<file path="src/rtl/memory_unit_if.sv">
// memory_unit_if: bus strobes, shared data bus and loader handshake
// master drives the i_* strobes/data, slave (memory_unit) drives the o_* status
interface memory_unit_if #(
   parameter int ADDR_WIDTH = 4,
   parameter int DATA_WIDTH = 8
);
   logic [DATA_WIDTH-1:0] i_bus;
   logic                  i_memory_address_in;
   logic                  i_ram_in;
   logic                  i_ram_out;
   logic [DATA_WIDTH-1:0] o_bus;
   logic                  o_bus_drive;
   logic                  i_load_mode;
   logic                  i_load_valid;
   logic [DATA_WIDTH-1:0] i_load_data;
   logic                  o_load_ready;
   logic                  o_load_done;
   logic [ADDR_WIDTH-1:0] o_address;
   logic                  o_parity_error;

   modport master (
      output i_bus, i_memory_address_in, i_ram_in, i_ram_out,
      output i_load_mode, i_load_valid, i_load_data,
      input  o_bus, o_bus_drive, o_load_ready, o_load_done,
      input  o_address, o_parity_error
   );

   modport slave (
      input  i_bus, i_memory_address_in, i_ram_in, i_ram_out,
      input  i_load_mode, i_load_valid, i_load_data,
      output o_bus, o_bus_drive, o_load_ready, o_load_done,
      output o_address, o_parity_error
   );
endinterface

</file>
<file path="src/rtl/memory_unit.sv">
// memory_unit: MAR + RAM on a shared bus, with a program loader FSM
// ports: i_clock, i_reset_n (async low), m (memory_unit_if.slave); MEMORY_PARITY_EN adds parity
module memory_unit #(
   parameter int ADDR_WIDTH = 4,
   parameter int DATA_WIDTH = 8
) (
   input logic        i_clock,
   input logic        i_reset_n,
   memory_unit_if.slave m
);
   localparam int DEPTH = 2 ** ADDR_WIDTH;
   localparam logic [ADDR_WIDTH-1:0] LAST = '1;

   localparam logic [1:0] S_IDLE = 2'd0;
   localparam logic [1:0] S_LOAD = 2'd1;
   localparam logic [1:0] S_DONE = 2'd2;

   logic [1:0]            state;
   logic [ADDR_WIDTH-1:0] mar;
   logic [ADDR_WIDTH-1:0] ptr;
   logic [DATA_WIDTH-1:0] mem [DEPTH];

   logic                  idle;
   logic                  loading;
   logic                  enter_load;
   logic                  bus_we;
   logic                  load_we;
   logic                  we;
   logic                  drive;
   logic [ADDR_WIDTH-1:0] wr_addr;
   logic [DATA_WIDTH-1:0] wr_data;
   logic                  unused_bus;

   assign idle       = (state == S_IDLE);
   assign loading    = (state == S_LOAD);
   assign enter_load = idle & m.i_load_mode;
   assign bus_we     = idle & m.i_ram_in;
   assign load_we    = loading & m.i_load_valid;
   assign we         = bus_we | load_we;
   assign wr_addr    = bus_we ? mar : ptr;
   assign wr_data    = bus_we ? m.i_bus : m.i_load_data;
   // Reset gating keeps the bus released even while state is forced
   assign drive      = i_reset_n & idle & m.i_ram_out;
   assign unused_bus = ^m.i_bus;

   // RAM is deliberately not reset so a loaded program survives reset
   always_ff @(posedge i_clock) begin
      if (we) mem[wr_addr] <= wr_data;
   end

   always_ff @(posedge i_clock or negedge i_reset_n) begin
      if (!i_reset_n) begin
         state <= S_IDLE;
         mar   <= '0;
         ptr   <= '0;
      end else begin
         if (idle && m.i_memory_address_in)
            mar <= m.i_bus[ADDR_WIDTH-1:0];
         unique case (state)
            S_IDLE: begin
               if (m.i_load_mode) begin
                  state <= S_LOAD;
                  ptr   <= '0;
               end
            end
            S_LOAD: begin
               if (!m.i_load_mode) begin
                  state <= S_IDLE;
               end else if (m.i_load_valid) begin
                  // Pointer saturates at the last word instead of wrapping
                  if (ptr == LAST) state <= S_DONE;
                  else ptr <= ptr + 1'b1;
               end
            end
            S_DONE: begin
               if (!m.i_load_mode) state <= S_IDLE;
            end
            default: state <= S_IDLE;
         endcase
      end
   end

   assign m.o_bus        = drive ? mem[mar] : '0;
   assign m.o_bus_drive  = drive;
   assign m.o_load_ready = loading;
   assign m.o_load_done  = (state == S_DONE);
   assign m.o_address    = mar;

`ifdef MEMORY_PARITY_EN
   logic par_mem [DEPTH];
   logic perr;

   always_ff @(posedge i_clock) begin
      if (we) par_mem[wr_addr] <= ^wr_data;
   end

   // Sticky until reset or a fresh program load begins
   always_ff @(posedge i_clock or negedge i_reset_n) begin
      if (!i_reset_n) begin
         perr <= 1'b0;
      end else if (enter_load) begin
         perr <= 1'b0;
      end else if (drive && ((^mem[mar]) != par_mem[mar])) begin
         perr <= 1'b1;
      end
   end

   assign m.o_parity_error = perr;
`else
   assign m.o_parity_error = 1'b0;
`endif
endmodule
</file>
<file path="src/flat_wrapper.sv">
// flat-port wrapper written by rule: the top's interface ports become plain ports
module memory_unit_flat 
#(
   parameter int ADDR_WIDTH = 4,
   parameter int DATA_WIDTH = 8
)
  (i_clock, i_reset_n, m_i_bus, m_i_memory_address_in, m_i_ram_in, m_i_ram_out, m_i_load_mode, m_i_load_valid, m_i_load_data, m_o_bus, m_o_bus_drive, m_o_load_ready, m_o_load_done, m_o_address, m_o_parity_error);
  memory_unit_if #(.ADDR_WIDTH(ADDR_WIDTH), .DATA_WIDTH(DATA_WIDTH)) m_i ();
  input logic i_clock;
  input logic i_reset_n;
  input wire logic [$bits(m_i.i_bus)-1:0] m_i_bus;
  input wire logic [$bits(m_i.i_memory_address_in)-1:0] m_i_memory_address_in;
  input wire logic [$bits(m_i.i_ram_in)-1:0] m_i_ram_in;
  input wire logic [$bits(m_i.i_ram_out)-1:0] m_i_ram_out;
  input wire logic [$bits(m_i.i_load_mode)-1:0] m_i_load_mode;
  input wire logic [$bits(m_i.i_load_valid)-1:0] m_i_load_valid;
  input wire logic [$bits(m_i.i_load_data)-1:0] m_i_load_data;
  output wire logic [$bits(m_i.o_bus)-1:0] m_o_bus;
  output wire logic [$bits(m_i.o_bus_drive)-1:0] m_o_bus_drive;
  output wire logic [$bits(m_i.o_load_ready)-1:0] m_o_load_ready;
  output wire logic [$bits(m_i.o_load_done)-1:0] m_o_load_done;
  output wire logic [$bits(m_i.o_address)-1:0] m_o_address;
  output wire logic [$bits(m_i.o_parity_error)-1:0] m_o_parity_error;
  assign m_i.i_bus = m_i_bus;
  assign m_i.i_memory_address_in = m_i_memory_address_in;
  assign m_i.i_ram_in = m_i_ram_in;
  assign m_i.i_ram_out = m_i_ram_out;
  assign m_i.i_load_mode = m_i_load_mode;
  assign m_i.i_load_valid = m_i_load_valid;
  assign m_i.i_load_data = m_i_load_data;
  assign m_o_bus = m_i.o_bus;
  assign m_o_bus_drive = m_i.o_bus_drive;
  assign m_o_load_ready = m_i.o_load_ready;
  assign m_o_load_done = m_i.o_load_done;
  assign m_o_address = m_i.o_address;
  assign m_o_parity_error = m_i.o_parity_error;
  memory_unit #(.ADDR_WIDTH(ADDR_WIDTH), .DATA_WIDTH(DATA_WIDTH)) u_core (.i_clock(i_clock), .i_reset_n(i_reset_n), .m(m_i));
endmodule
</file>
<file path="config.mk">
export PLATFORM = sky130hd
export DESIGN_NAME = memory_unit_flat
export DESIGN_NICKNAME = d
export VERILOG_FILES = /design/src/rtl/memory_unit_if.sv /design/src/rtl/memory_unit.sv /design/src/flat_wrapper.sv
export SDC_FILE = /design/constraint.sdc
export NUM_CORES = 1
export LEC_CHECK = 0
export CAP_MARGIN = 40
export CORE_ASPECT_RATIO = 1.5
export CORE_MARGIN = 4
export CORE_UTILIZATION = 35
export DETAILED_ROUTE_END_ITERATION = 12
export PLACE_DENSITY = 0.53
export SETUP_SLACK_MARGIN = 0.3
export SLEW_MARGIN = 5
export SYNTH_ARGS = -nofsm -noshare
export SYNTH_HDL_FRONTEND = slang
export SYNTH_SLANG_ARGS = --single-unit
</file>
<file path="constraint.sdc">
create_clock -name i_clock -period 5.2 [get_ports i_clock]
set_clock_uncertainty 0.15 [all_clocks]
set_input_delay 1.04 -clock i_clock [delete_from_list [all_inputs] [get_ports i_clock]]
set_output_delay 1.04 -clock i_clock [all_outputs]
set_load 0.01 [all_outputs]
</file>
# == Yosys cells after proc, flatten, opt, wreduce, memory -nomap -nowiden ==
# Memories as Yosys holds them, arrays and structs flattened.
# Index checks and enable logic that the tools add are counted.
# W data, S select, Z words.
# word_totals
input_bits,23
wordCells,41
regBits,10
n_memories,1
ramBits,128
# op_classes
addsub,1
mux,16
eq_ne,10
bitwise_logic,5
reduce_logical,5
# memory_table
memory,depth,width,rd,rd_ports_with_merged_regs,write_ports,line_no,rtl
u_core.mem,16,8,1,0,1,memory_unit.sv:21,logic [DATA_WIDTH-1:0] mem [DEPTH];
# ops
operator,count
$mux W4,5
$mux W8,2
$mux W2,5
$ne A2 B2 Y1 const B,5
$pmux W4 S2,1
$ne A3 B3 Y1 const B,2
$pmux W2 S3,1
$reduce_and A5 Y1,1
$add A4 B1 Y4 const B,1
$and A1 B1 Y1,4
$eq A4 B4 Y1 const B,1
$reduce_and A4 Y1,1
$eq A2 B1 Y1 const B,1
$eq A2 B2 Y1 const B,1
$logic_not A2 Y1,1
$mux W1,2
$reduce_bool A2 Y1,1
$logic_and A1 B1 Y1,1
$or A1 B1 Y1,1

# == Depth between registers and ports, before layout ==
# depth
ltp_word,5
ltp_mapped,7
ltp_nobuf,5

# == Least setup slack after synthesis ==
# Ideal clock, no wire load.
# synth_timing
path_kind,in2out
startpoint,input port m_i_ram_out
endpoint,output port m_o_bus[6]
setup_slack_ns,2.082
n_path_buf,2
path_stages,6
arrival_time_ns,1.928
cell_sequence,and4bb_4 -> and2_1 -> buf_6 -> buf_8 -> a22oi_1 -> o211ai_2
# synth_between
elab_chain_len,2
# synth_lines
item,line_no,rtl
from (decl),flat_wrapper.sv:14,input wire logic [$bits(m_i.i_ram_out)-1:0] m_i_ram_out;
$and A1 B1 Y1,memory_unit.sv:43,assign drive = i_reset_n & idle & m.i_ram_out;
$mux W8,memory_unit.sv:83,assign m.o_bus = drive ? mem[mar] : '0;
to (decl),flat_wrapper.sv:18,output wire logic [$bits(m_i.o_bus)-1:0] m_o_bus;
# Every way passes these cells.

# == Worst setup path after layout ==
# layout_timing
startpoint,input port i_reset_n
endpoint,output port m_o_bus[6]
# layout_between
elab_chain_len,3
# layout_lines
item,line_no,rtl
from (decl),flat_wrapper.sv:10,input logic i_reset_n;
$and A1 B1 Y1 (2 in series),memory_unit.sv:43,
$mux W8,memory_unit.sv:83,
# Every way passes these cells.

==> flow_summary.json <==
{
  "status": "complete, no violations",
  "cp_common_cell": "sky130_fd_sc_hd__clkdlybuf4s50_1",
  "cts_max_level": 4,
  "synth_top_area_share_pct": 65.8,
  "vias_in_the_first_global_route": 3205,
  "rsz0062_at_grt": "false",
  "floorplan_die_height_um": 166,
  "critical_path.endpoint_type": "output pin",
  "number_of_cells_upsized_or_downsized_after_cts": 0,
  "period_share_pct": 85.8,
  "syn-num-nets": 349,
  "worst_r2r_path_depth": 5,
  "timing.critical_path.from_type": "primary input",
  "post_dp_cell_area_mm2": 0.00635,
  "vias_per_cell": 5.16,
  "fmax_mhz": 224,
  "clk_transition_reported_paths_ns": 0.06,
  "critPathSlowestCell": "sky130_fd_sc_hd__clkdlybuf4s50_1",
  "globalplace.congestion": 0.768,
  "detail_route.iter0.violations": 244,
  "critical_path.reg2reg.startpoint": "u_core.state[0]",
  "max-clock-path-buffers": 2,
  "post-synth-top-area-cell": "sky130_fd_sc_hd__edfxtp_1",
  "max_slew_margin_pct": 44.1,
  "numCtsBuffers": 17,
  "layout_setup_ws_ns": 0.739,
  "routed_wirelength_um": 12900,
  "min_to": "u_core.ptr[3]",
  "final_max_slew_viol_count": 0,
  "ys_warn_count": 0,
  "asyncSetResetFlopFracSynth_pct": 7.25,
  "setup_violations": 0,
  "place_inst": 553,
  "place_hpwl_um": 8830,
  "post-cts-setup-buffer-count": 0,
  "track_usage_pct": 14.3,
  "synth_cell_types": 45,
  "timing.final.hold_violations": 0,
  "nets": 390,
  "post_synth_main_area_contributors": "sky130_fd_sc_hd__edfxtp_1, sky130_fd_sc_hd__mux4_2, sky130_fd_sc_hd__dfrtp_1, sky130_fd_sc_hd__mux2i_1, sky130_fd_sc_hd__mux2_2",
  "crit_type": "in -> out",
  "worst_hold_path.num_cells": 2,
  "total_leakage_power_nw": 2.24,
  "fin_setup_tns_ns": 0,
  "stdcell_area_mm2": 0.00698,
  "power_per_cell_area_mw_per_mm2": 414,
  "root_buffer": "sky130_fd_sc_hd__clkbuf_16",
  "syn-cell-area_mm2": 0.00584,
  "pin_count_of_the_biggest_net_entering_global_routing": 27,
  "fin_total_pwr_mw": 2.89,
  "clock_sinks": 138,
  "max_cap_violations": 0,
  "dominantRegCellSynth": "sky130_fd_sc_hd__edfxtp_1",
  "grt_remaining_overflow": 0,
  "detailroute.via_count": 3016,
  "area_enclosed_by_the_die_boundary_mm2": 0.0189,
  "die_width_um": 113,
  "drt_pre_antenna_iters": 4,
  "peakVddDrop_mv": 0.221,
  "avgRoutedWirePerCell_um": 22.1,
  "min-delay-start": "u_core.ptr[3]",
  "reg2reg_slack_ns": 2.28,
  "n_antenna_cell": 0,
  "flow.area_growth_from_synthesis_pct": 19.6,
  "std_cell_rows": 57,
  "synth.most_common_cell": "sky130_fd_sc_hd__edfxtp_1",
  "boundaryPins": 39,
  "worstReg2RegEnd": "u_core.mem[5][6]",
  "grt_antenna_before_repair": 0,
  "period_needed_ns": 4.46,
  "cts_tree": "done",
  "grt_pass1_wl_um": 19500,
  "synthesis.area_per_instance_um2": 18.0,
  "post_synth_inst_count": 325,
  "crit_path_max_fanout": 9,
  "initial_utilization_pct": 35.9,
  "antenna_violating_nets_post_route": 0,
  "final_layout_size_suffix_gt1_share_pct": 21.7,
  "synth-seq-area-share_pct": 70.1,
  "cts_hold_buffers": 0,
  "instances_no_fill": 584,
  "min_path_type": "reg -> reg",
  "preCtsSetupSlack_ns": 0.740,
  "route.detailed.drc": 0,
  "placement.io_buffers": 37,
  "critical_path.max_stage_delay_ns": 0.55,
  "tightestPinTransition_ns": 0.835,
  "yosys_register_bits": 138,
  "cp_data_arrival_time_ns": 3.27,
  "worst_skew_pair.late_latency_ns": 0.40,
  "synth_enable_flop_cells": 128,
  "critical_path.cell_chain": "clkdlybuf4s50_1, and4bb_4, nor2b_1, a22oi_1, o211ai_2, clkdlybuf4s50_1",
  "synth_commonest_cells": "sky130_fd_sc_hd__edfxtp_1, sky130_fd_sc_hd__mux4_2, sky130_fd_sc_hd__nor2_1",
  "placeableCoreArea_mm2": 0.0163,
  "cp.required_ns": 4.01
}
[final cells by class]
class,instances,area [um2]
clock inverter,14,204
tap,206,258
clock buffer,17,425
multi-input combinational,166,1580
timing repair buffer,41,413
sequential,138,4100
fill,1446,9280
inverter,2,7.51
[kinds of logic after synthesis]
family,count (synthesis),synth area share (%)
DFF,138,70.1
and+or+nand+nor,71,6.49
muxes,53,14.6
AOI/OAI and AO/OA,40,5.72
buffers and inverters,21,2.83
adders and majority gates,1,0.214
other,1,0.0642
[registers in the layout, indices dropped and copies added, names as in the netlist]
register	flops
u_core.mem	128
u_core.m.o_address	4
u_core.ptr	4
u_core.state	2
[through the flow]
step                      hold WS [ns]  utilization, %
after CTS                        0.460            42.9
after global routing             0.483            42.9
final                            0.451            42.9
after detailed placement         0.451            39.1
after floorplan                  0.406               -
after global placement           0.445            39.1
[cell usage in the layout (no fill, tap or decap), drive strengths merged, types with 8 or more instances in the layout]
cell type and instances:
nand3 12, mux4 24, mux2i 17, dfrtp 10, a22oi 17, clkbuf 17, edfxtp 128, clkdlybuf4s50 37
mux2 12, o211ai 8, nand2 16, nor2 22
[metal layers]
layer  global-route usage, %  share of wire [%]  vias up
li1                        -                  -     1388
met1                    17.7                 41     1525
met2                    24.6                 53       93
met3                    3.54                4.8       10
met4                    4.34                1.3        0
met5                       0                  0        -
[where the power goes]
part	internal, mW	switching, mW	leakage (nW)
registers	1.26	0.0395	1.28
logic	0.135	0.171	0.655
clock network	0.842	0.436	0.300
[how the worst max path moves through the flow]
stage | slack [ns] | to | start
after global routing | 0.56 | m_o_bus[6] | i_reset_n
after floorplan | 2.08 | m_o_bus[6] | m_i_ram_out
after global placement | 0.82 | m_o_bus[6] | m_i_ram_out
after CTS | 0.74 | m_o_bus[6] | m_i_ram_out
final | 0.74 | m_o_bus[6] | i_reset_n
after detailed placement | 0.74 | m_o_bus[6] | m_i_ram_out
[worst max-delay path: cells and delay by family]
kind	cells	cell delay [ns]
buf+inv	2	1.03
simple gates	2	0.80
compound gates	2	0.40
No activity file was read; power rests on OpenSTA's default activity.
